## config.mk

```make
export PLATFORM = sky130hd
export DESIGN_NAME = cv32e40p_mult_fault_mgr
export DESIGN_NICKNAME = d
export VERILOG_FILES = /design/src/rtl/cv32e40p_mult_fault_mgr.sv
export SDC_FILE = /design/constraint.sdc
export NUM_CORES = 1
export LEC_CHECK = 0
export ABC_AREA = 1
export BUFFER_PORTS_ARGS = -buffer_cell sky130_fd_sc_hd__buf_4
export CELL_PAD_IN_SITES_DETAIL_PLACEMENT = 1
export CELL_PAD_IN_SITES_GLOBAL_PLACEMENT = 1
export CORE_ASPECT_RATIO = 0.9
export CORE_MARGIN = 4
export CORE_UTILIZATION = 40
export DETAILED_ROUTE_END_ITERATION = 16
export GPL_TIMING_DRIVEN = 0
export PLACE_DENSITY = 0.79
export SLEW_MARGIN = 20
export SYNTH_ARGS = -nofsm -noshare
export SYNTH_HDL_FRONTEND = slang
export SYNTH_SLANG_ARGS = --single-unit
```

## constraint.sdc

```tcl
create_clock -name clk -period 3.6 [get_ports clk]
set_clock_uncertainty 0.1 [all_clocks]
set_input_delay 0.72 -clock clk [delete_from_list [all_inputs] [get_ports clk]]
set_output_delay 0.72 -clock clk [all_outputs]
set_load 0.01 [all_outputs]
```

## src/rtl/cv32e40p_mult_fault_mgr.sv

```systemverilog
// Fault manager for the TMR multiplier: accumulates voter mismatches per op,
// requests replays of faulty ops and escalates repeated faults to an alert.
module cv32e40p_mult_fault_mgr #(
    parameter int CNT_W       = 16,
    parameter int PERM_THRESH = 3
) (
    input  logic             clk,
    input  logic             rst,
    input  logic             mult_enable_i,
    input  logic             mult_ready_i,
    input  logic             ex_ready_i,
    input  logic             result_fault_i,
    input  logic             multicycle_fault_i,
    input  logic             mulh_fault_i,
    input  logic             ready_fault_i,
    input  logic             alert_ack_i,
    input  logic             clear_i,
    output logic             retry_o,
    output logic             alert_o,
    output logic             degraded_o,
    output logic [CNT_W-1:0] fault_cnt_o,
    output logic [3:0]       consec_cnt_o,
    output logic [3:0]       sticky_o
);

    typedef enum logic [1:0] {OK, RETRY, PERM, PERM_ACKED} state_t;

    localparam logic [CNT_W-1:0] CNT_MAX = '1;
    localparam logic [3:0]       THRESH  = 4'(PERM_THRESH);

    state_t           state_q, state_d;
    logic [3:0]       op_mask_q, op_mask_d;
    logic [CNT_W-1:0] fault_cnt_q, fault_cnt_d;
    logic [3:0]       consec_q, consec_d;
    logic [3:0]       sticky_q, sticky_d;
    logic [3:0]       fault_vec;
    logic [3:0]       acc;
    logic             complete;
    logic             faulty;

    assign fault_vec = mult_enable_i ?
        {ready_fault_i, mulh_fault_i, multicycle_fault_i, result_fault_i} : 4'b0;
    assign acc       = op_mask_q | fault_vec;
    assign complete  = mult_enable_i & mult_ready_i & ex_ready_i;
    assign faulty    = complete & (|acc);

    always_comb begin
        state_d     = state_q;
        fault_cnt_d = fault_cnt_q;
        consec_d    = consec_q;
        sticky_d    = sticky_q;
        // Mask survives only while the op is still running.
        op_mask_d   = (mult_enable_i && !complete) ? acc : 4'b0;

        if (faulty) begin
            if (fault_cnt_q != CNT_MAX)
                fault_cnt_d = fault_cnt_q + CNT_W'(1);
            if (consec_q != 4'hf)
                consec_d = consec_q + 4'd1;
            sticky_d = sticky_q | acc;
        end else if (complete) begin
            consec_d = 4'd0;
        end

        case (state_q)
            OK, RETRY: begin
                if (faulty)
                    state_d = (consec_d >= THRESH) ? PERM : RETRY;
                else
                    state_d = OK;
            end
            PERM: begin
                if (alert_ack_i)
                    state_d = PERM_ACKED;
            end
            PERM_ACKED: state_d = PERM_ACKED;
            default:    state_d = OK;
        endcase

        // Clear drops any coincident completion.
        if (clear_i) begin
            state_d     = OK;
            fault_cnt_d = '0;
            consec_d    = 4'd0;
            sticky_d    = 4'd0;
            op_mask_d   = 4'd0;
        end
    end

    always_ff @(posedge clk) begin
        if (rst) begin
            state_q     <= OK;
            op_mask_q   <= 4'd0;
            fault_cnt_q <= '0;
            consec_q    <= 4'd0;
            sticky_q    <= 4'd0;
        end else begin
            state_q     <= state_d;
            op_mask_q   <= op_mask_d;
            fault_cnt_q <= fault_cnt_d;
            consec_q    <= consec_d;
            sticky_q    <= sticky_d;
        end
    end

    assign retry_o      = (state_q == RETRY);
    assign alert_o      = (state_q == PERM);
    assign degraded_o   = (state_q == PERM) || (state_q == PERM_ACKED);
    assign fault_cnt_o  = fault_cnt_q;
    assign consec_cnt_o = consec_q;
    assign sticky_o     = sticky_q;

endmodule

```

---- After elaboration in Yosys (flattened, before gate mapping) ----
Cells that the tools add are included.
cells by class
  $add $sub $neg .......................... 2
  $lt $le $gt $ge ......................... 1
  eq/ne operators ......................... 6
  multiplexer cells ....................... 8
  bitwise gates (word level) .............. 6
  reduce and logical (&&, ||, !) cells .... 9
operator list
  operator                                             count
  adder 16 x 1 -> 16 bit, second input constant        1
  2-to-1 mux 4 bit                                     4
  inequality test 16 bit, second input constant        1
  bitwise OR 4 bit                                     2
  2-to-1 mux 2 bit                                     3
  case mux 2 bit (3 select lines)                      1
  adder 4 x 1 -> 4 bit, second input constant          1
  == test 2 bit, second input constant                 2
  >= comparator 4 x 2 -> 1 bit, second input constant  1
  inequality test 4 bit, second input constant         1
  OR reduction 2 bit                                   2
  OR reduction 4 bit                                   1
  AND 1 bit                                            3
  OR reduction 3 bit                                   1
  == test 2 x 1 -> 1 bit, second input constant        1
  zero test 2 bit                                      1
  inequality test 2 bit, second input constant         1
  AND reduction 2 bit                                  1
  logical AND 1 bit                                    1
  zero test 1 bit                                      1
  logical OR 1 bit                                     1
  NOT 1 bit                                            1
storage, ports and cells
  register bits after elaboration ......... 30
  input bits .............................. 11
  output and inout port bits .............. 27
  word-level logic and storage cells ...... 37

---- Logic depth before layout (Yosys ltp) ----
Gate-level depths: netlist of the first run.
  depth after elaboration ................. 9
  depth in mapped cells ................... 11
  mapped depth without buffers ............ 11

---- Least setup slack after synthesis of the first run ----
Ideal clock, no wire load.
  path kind ............................... in2reg
  from .................................... in multicycle_fault_i
  to ...................................... reg fault_cnt_q[0] (netlist: fault_cnt_o[0])
  setup time .............................. 125 ps
  arrival time ............................ 1602 ps
  required time ........................... 3375 ps
  path slack .............................. 1773 ps
  cell stages on the path ................. 11
  cells stage by stage .................... nand2_1 > nand2_2 > nor2_2 > nand2_4 > nand2_4 > clkinv_4 > nand2_4 > inv_4 > buf_6 > o21ai_2 > a21oi_2
on the way
  longest elaborated chain between the ends .. 5
ends and longest elaborated chain
  element                        line  source
  from (decl)                    13    input logic multicycle_fault_i,
  2-to-1 mux 4 bit               41    assign fault_vec = mult_enable_i ?
  bitwise OR 4 bit               43    assign acc = op_mask_q | fault_vec;
  OR reduction 4 bit             45    assign faulty = complete & (|acc);
  AND 1 bit                      45
  AND reduction 2 bit (no line)  -
  to (signal assigned)           100   fault_cnt_q <= fault_cnt_d;
  to (decl)                      33    logic [CNT_W-1:0] fault_cnt_q, fault_cnt_d;
No other way between the ends.
A chain may end at the register's enable or synchronous reset.

---- Worst setup path in the final report of the first run ----
  from .................................... reg fault_cnt_q[0] (netlist: fault_cnt_o[0])
  to ...................................... reg fault_cnt_q[0] (netlist: fault_cnt_o[0])
on the way
  longest elaborated chain between the ends .. 2
ends and longest elaborated chain
  element
  branches (longest 2 deep; another with adder 16 x 1 -> 16 bit)
Parallel ways; which one is timed is not known.

==> results of run 1 <==
sequential cells by signal (all words and copies together), names as in the netlist:
name	flops
fault_cnt_o	16
state_q	2
consec_cnt_o	4
op_mask_q	4
sticky_o	4
power by group through the flow:
stage,logic (mW),registers (mW),clock network [mW]
after floorplan,0.0323,0.343,0
after global placement,0.0512,0.343,0
after detailed placement,0.0521,0.343,0
after CTS,0.0524,0.336,0.265
after global routing,0.0575,0.336,0.279
final,0.0515,0.336,0.256
metrics by stage:
| stage | hold WS, ns | total power, mW | util [%] |
|---|---|---|---|
| 3_5_place_dp | 0.353 | 0.395 | 51.1 |
| 5_1_grt | 0.387 | 0.672 | 53.1 |
| 2_1_floorplan | 0.332 | 0.376 | - |
| 4_1_cts | 0.361 | 0.653 | 53.1 |
| 3_3_place_gp | 0.340 | 0.394 | 51.1 |
| 6_report | 0.356 | 0.643 | 53.1 |
Yosys cell counts:
library cell	n	area, sq um
dfxtp_1	30	601
clkinv_4	1	8.76
a21oi_1	17	85.1
nor2_4	2	22.5
nor2_2	3	18.8
buf_6	2	22.5
o21ai_0	5	25.0
inv_1	25	93.8
ha_1	2	25.0
o21ai_2	2	17.5
xor2_1	2	17.5
nor3_1	7	35.0
nand2_1	53	199
nand3_1	19	95.1
clkbuf_1	1	3.75
nand2_4	3	33.8
inv_4	1	6.26
o31ai_1	1	7.51
buf_1	1	3.75
and3_1	2	12.5
clkbuf_4	1	7.51
buf_8	1	15.0
nand2_2	4	25.0
xnor2_1	4	35.0
o21bai_2	1	11.3
nor2_1	20	75.1
a21oi_2	8	70.1
nand4_1	5	31.3
inv_2	2	7.51
per-layer routing:
metal	share of wire, %	up-vias	global-route usage [%]	wire length (microns)
met5	0	-	0	0
li1	-	809	-	-
met3	4.7	5	4.55	191
met4	1.5	0	8.00	60
met1	50	691	22.6	2040
met2	44	29	27.6	1780
critical path, cell delays in order (launching register included):
cell	delay (ns)
dfxtp_1	0.42
ha_1	0.24
nand2_1	0.08
inv_1	0.09
nand2_1	0.10
nor2_1	0.13
nand3_1	0.12
nand2_4	0.17
inv_4	0.05
buf_6	0.14
o21ai_2	0.12
a21oi_2	0.04
cell families after synthesis:
group           Yosys count  synth area share, %
simple gates            118                 34.0
buf+inv                  35                 10.5
compound gates           34                 13.4
flops                    30                 37.3
xor+xnor                  6                 3.26
fa+ha+maj                 2                 1.55
worst max path at each step:
stage / endpoint / slack, ns / cells after the start
2_1_floorplan: fault_cnt_o[0] / 1.77 / 11
3_3_place_gp: fault_cnt_o[13] / 1.51 / 12
3_5_place_dp: fault_cnt_o[0] / 1.49 / 12
4_1_cts: fault_cnt_o[0] / 1.64 / 11
5_1_grt: fault_cnt_o[0] / 1.53 / 11
6_report: fault_cnt_o[0] / 1.68 / 11
layout by cell type, fill, tap and decap left out, types with 3 or more instances in the layout:
cell      instances
clkbuf_1          3
a21oi_1          17
nand3_1          19
nor2_1           20
nand2_2           4
buf_4            37
nor3_1            7
nand2_1          53
nand4_1           5
nand2_4           3
nor2_2            3
inv_1            25
o21ai_0           5
a21oi_2           8
xnor2_1           4
clkbuf_8          5
dfxtp_1          30
final cells by class:
type	instances	area share (%)
timing repair buffer	37	13.7
buffer	6	2.60
clock buffer	7	3.77
sequential	30	29.7
multi-input combinational	160	41.6
inverter	29	5.75
tap	46	2.84
==> results_dict.tcl, run 1 <==
set metrics [dict create \
    arrival_ns 1.99 \
    rows 21 \
    cts_setup_buffers 0 \
    syn_area_sq_mm 0.00161 \
    cellPowerDensity_mw_per_mm2 318 \
    dpl-instance-area_sq_mm 0.00195 \
    layout-drive-gt1-share_pct 27.1 \
    grt_pass1_vias 1517 \
    maxSlewHeadroom_pct 59.6 \
    peakVddDrop_uv 217 \
    cp.required_ns 3.67 \
    firstDrtPassIters 4 \
    p_comb_share_pct 8.0 \
    min_from "op_mask_q[0]" \
    die_h_microns 68.2 \
    drc 0 \
    grt_max_degree 11 \
    nets 282 \
    ctsHoldBuffers 0 \
    fillCellCount 514 \
    critPathLaunch "fault_cnt_o[0]" \
    ys_seq_area_share_pct 37.3 \
    max-cap-violations 0 \
    syn-num-nets 238 \
    status "complete, no violations" \
    critical_path_class "register to register" \
    synth_cell_type_count 29 \
    place_ws_ns 1.49 \
    finalSetupViolations 0 \
    r2r_slack_ns 1.68 \
    dp_hpwl_mm 3.17 \
    fin_crit_ns 1.92 \
    grt_pass1_wl_mm 6.76 \
    viasPerCell 4.87 \
    die_area_sq_mm 0.00511 \
    ys_ff_latch 30 \
    max_freq_mhz 521 \
    wirelength_mm 4.07 \
    finalCritPeriodShare_pct 53.3 \
    diodes 0 \
    antenna_found_initial 0 \
    floorplan.initialDensity_pct 42.3 \
    drt_iter0_markers 55 \
    switching_share_pct 24.2 \
    startpoint_type "register" \
    leakagePower_nw 0.846 \
    grt.overflow.total 0 \
    syn_inst 225 \
    pin_count 38 \
    core_area_sq_mm 0.00381 \
    cts.sinks 30 \
    hold_depth 2 \
    reg2reg_from "fault_cnt_o[0]" \
    area_delta_synth_final_pct 25.5 \
    yosys_warnings 0 \
    ctsLongestPathBuffers 2 \
    cts_root_buf "clkbuf_8" \
    slew_violations 0 \
    insertion_delay_ns 0.28 \
    cts_tree "built" \
    rsz0062_at_grt "no" \
    crit_fanout 10 \
    r2r_cells 11 \
    via_count 1534 \
    avgRoutedWirePerCell_microns 12.9 \
    fin_setup_tns_ns 0 \
    end_kind "register" \
    intPower_mw 0.487 \
    r2r-end "fault_cnt_o[0]" \
    fp.dieW_microns 74.9 \
    hold_violations 0 \
    cts_buffers 5 \
    multiInputGateArea_sq_um 842 \
    final_cells 315 \
    routabilityCongestion 0.759 \
    htreeDepth 2 \
    worst_slack_ns 1.68 \
    switching_power_mw 0.156 \
    grt_usage_pct 17.6 \
    holdPathEnd "op_mask_q[0]" \
    path_clk_slew_ns 0.06 \
    antenna_left 0 \
    fin_area_sq_mm 0.00202 \
    placedCellCount 308 \
    ctsResizeCount 0 \
    seq_area_sq_um 601 \
    hp-class "register to register" \
    numPortBuffers 37 \
    syn_avg_cell_area_sq_um 7.16 \
    p_seq_share_pct 52.2 \
    power.share.clock_pct 39.8 \
    tightest_slew_ns 0.606 \
]
Power figures use the tool's default switching activity.
==> inputs of run 2 (changes only) <==
--- a/config.mk
+++ b/config.mk
@@ -11,10 +11,10 @@
 export CELL_PAD_IN_SITES_GLOBAL_PLACEMENT = 1
 export CORE_ASPECT_RATIO = 0.9
 export CORE_MARGIN = 4
-export CORE_UTILIZATION = 40
+export CORE_UTILIZATION = 37
 export DETAILED_ROUTE_END_ITERATION = 16
 export GPL_TIMING_DRIVEN = 0
-export PLACE_DENSITY = 0.79
+export PLACE_DENSITY = 0.74
 export SLEW_MARGIN = 20
 export SYNTH_ARGS = -nofsm -noshare
 export SYNTH_HDL_FRONTEND = slang
==> constraint.sdc (replaced) <==
create_clock -name clk -period 1.95 [get_ports clk]
set_clock_uncertainty 0.1 [all_clocks]
set_input_delay 0.39 -clock clk [delete_from_list [all_inputs] [get_ports clk]]
set_output_delay 0.39 -clock clk [all_outputs]
set_load 0.01 [all_outputs]
==> results_dict.tcl, run 2 (synthesis results as in run 1) <==
set metrics [dict create \
    max-cap-violations 0 \
    antenna_found_initial 0 \
    ctsHoldBuffers 0 \
    grt.overflow.total 0 \
    r2r_slack_ns 0.18 \
    rows 22 \
    grt_max_degree 11 \
    firstDrtPassIters 4 \
    cts.sinks 30 \
    core_area_sq_mm 0.00413 \
    die_h_microns 70.6 \
    reg2reg_from "fault_cnt_o[0]" \
    cellPowerDensity_mw_per_mm2 586 \
    maxSlewHeadroom_pct 60.2 \
    cts_setup_buffers 0 \
    power_mw 1.19 \
    drc 0 \
    largest_reg_flops 16 \
    finalCritPeriodShare_pct 90.6 \
    crit_fanout 10 \
    area_delta_synth_final_pct 26.3 \
    htreeDepth 2 \
    min_from "alert_ack_i" \
    fin_setup_tns_ns 0 \
    fin_area_sq_mm 0.00204 \
    status "complete, no violations" \
    tightest_slew_ns 0.596 \
    layout-drive-gt1-share_pct 29.7 \
    die_area_sq_mm 0.00548 \
    pin_count 38 \
    worst_slack_ns 0.183 \
    peakVddDrop_uv 317 \
    rsz0062_at_grt "no" \
    startpoint_type "register" \
    hold_violations 0 \
    final_cells 317 \
    r2r_cells 11 \
    hold_depth 3 \
    avgRoutedWirePerCell_microns 12.8 \
    grt_pass1_vias 1531 \
    wirelength_mm 4.06 \
    place_ws_ns 0.0413 \
    r2r-end "fault_cnt_o[12]" \
    antenna_left 0 \
    viasPerCell 5.01 \
    cts_tree "built" \
    grt_pass1_wl_mm 7.00 \
    leakagePower_nw 0.843 \
    numPortBuffers 37 \
    fin_crit_ns 1.77 \
    dp_hpwl_mm 3.20 \
    critical_path_class "register to register" \
    insertion_delay_ns 0.28 \
    layout_common_cells "52 x nand2_1, 37 x buf_4, 26 x dfxtp_1" \
    cts_root_buf "clkbuf_8" \
    finalSetupViolations 0 \
    cts_buffers 5 \
    routabilityCongestion 0.733 \
    grt_usage_pct 15.9 \
    ctsLongestPathBuffers 2 \
    floorplan.initialDensity_pct 39.0 \
    cp.required_ns 1.99 \
    fp.dieW_microns 77.6 \
    hp-class "primary input to register" \
    diodes 0 \
    slew_violations 0 \
    holdPathEnd "state_q[0]" \
    end_kind "register" \
    dpl-instance-area_sq_mm 0.00195 \
    drt_iter0_markers 62 \
    arrival_ns 1.81 \
    max_freq_mhz 566 \
    via_count 1588 \
    path_clk_slew_ns 0.07 \
    placedCellCount 310 \
    nets 282 \
    final_common_cell "nand2_1" \
]
==> run 2: cell counts in the layout (fill, tap and decap cells not counted) <==
Identical to the previous run, type by type.
==> run 2: worst max-delay path, stage by stage, from the launching register on <==
cell     delay, ns
dfxtp_2       0.38
ha_2          0.20
nand2_1       0.07
inv_2         0.08
nand2_2       0.07
nor2_1        0.12
nand3_1       0.12
nand2_4       0.16
inv_4         0.05
buf_6         0.14
nand2_1       0.08
a21oi_2       0.05
==> run 2: worst max-delay path by stage <==
stage / startpoint / end / slack [ns] / depth (start not counted)
floorplan: fault_cnt_o[0] / fault_cnt_o[0] / 0.18 / 11
global placement: fault_cnt_o[0] / fault_cnt_o[0] / 0.06 / 11
detailed placement: fault_cnt_o[0] / fault_cnt_o[12] / 0.04 / 11
CTS: fault_cnt_o[1] / fault_cnt_o[12] / 0.07 / 11
global route: fault_cnt_o[0] / fault_cnt_o[0] / 0.04 / 11
finish: fault_cnt_o[0] / fault_cnt_o[12] / 0.18 / 11
==> run 2: area by class of cell <==
type,instances,area (sq um)
Tap cell,48,60.1
Buffer,6,52.6
Timing Repair Buffer,37,278
Sequential cell,30,606
Clock buffer,7,76.3
Multi-Input combinational cell,160,847
Inverter,29,116
Fill cell,535,2090
==> run 2: where the power goes <==
part / internal, mW / leakage [nW] / switching, mW
logic: 0.0383 / 0.561 / 0.0564
clock network: 0.246 / 0.0383 / 0.233
registers: 0.617 / 0.244 / 0.00296
total: 0.901 / 0.843 / 0.292
==> run 2: metal layers <==
layer  track usage, %  share of wire (%)  routed length [microns]  up-vias
met5                0                  0                        0        -
met4             5.53                1.1                       45        0
met3             4.20                4.5                      181        5
met2             23.5                 42                     1710       31
met1             22.3                 52                     2120      742
li1                 -                  -                        -      810
==> run 2: metrics by stage <==
stage	utilization [%]	hold slack, ns
floorplan	-	0.332
global placement	47.2	0.340
detailed placement	47.2	0.349
CTS	49.1	0.281
global route	49.3	0.290
finish	49.3	0.284
==> run 2: what timing repair did <==
action                                  in CTS  in global routing
cloned                                       0                  0
pin swaps                                    0                  1
endpoints found under the setup margin       1                 13
gates resized for setup                      1                  6
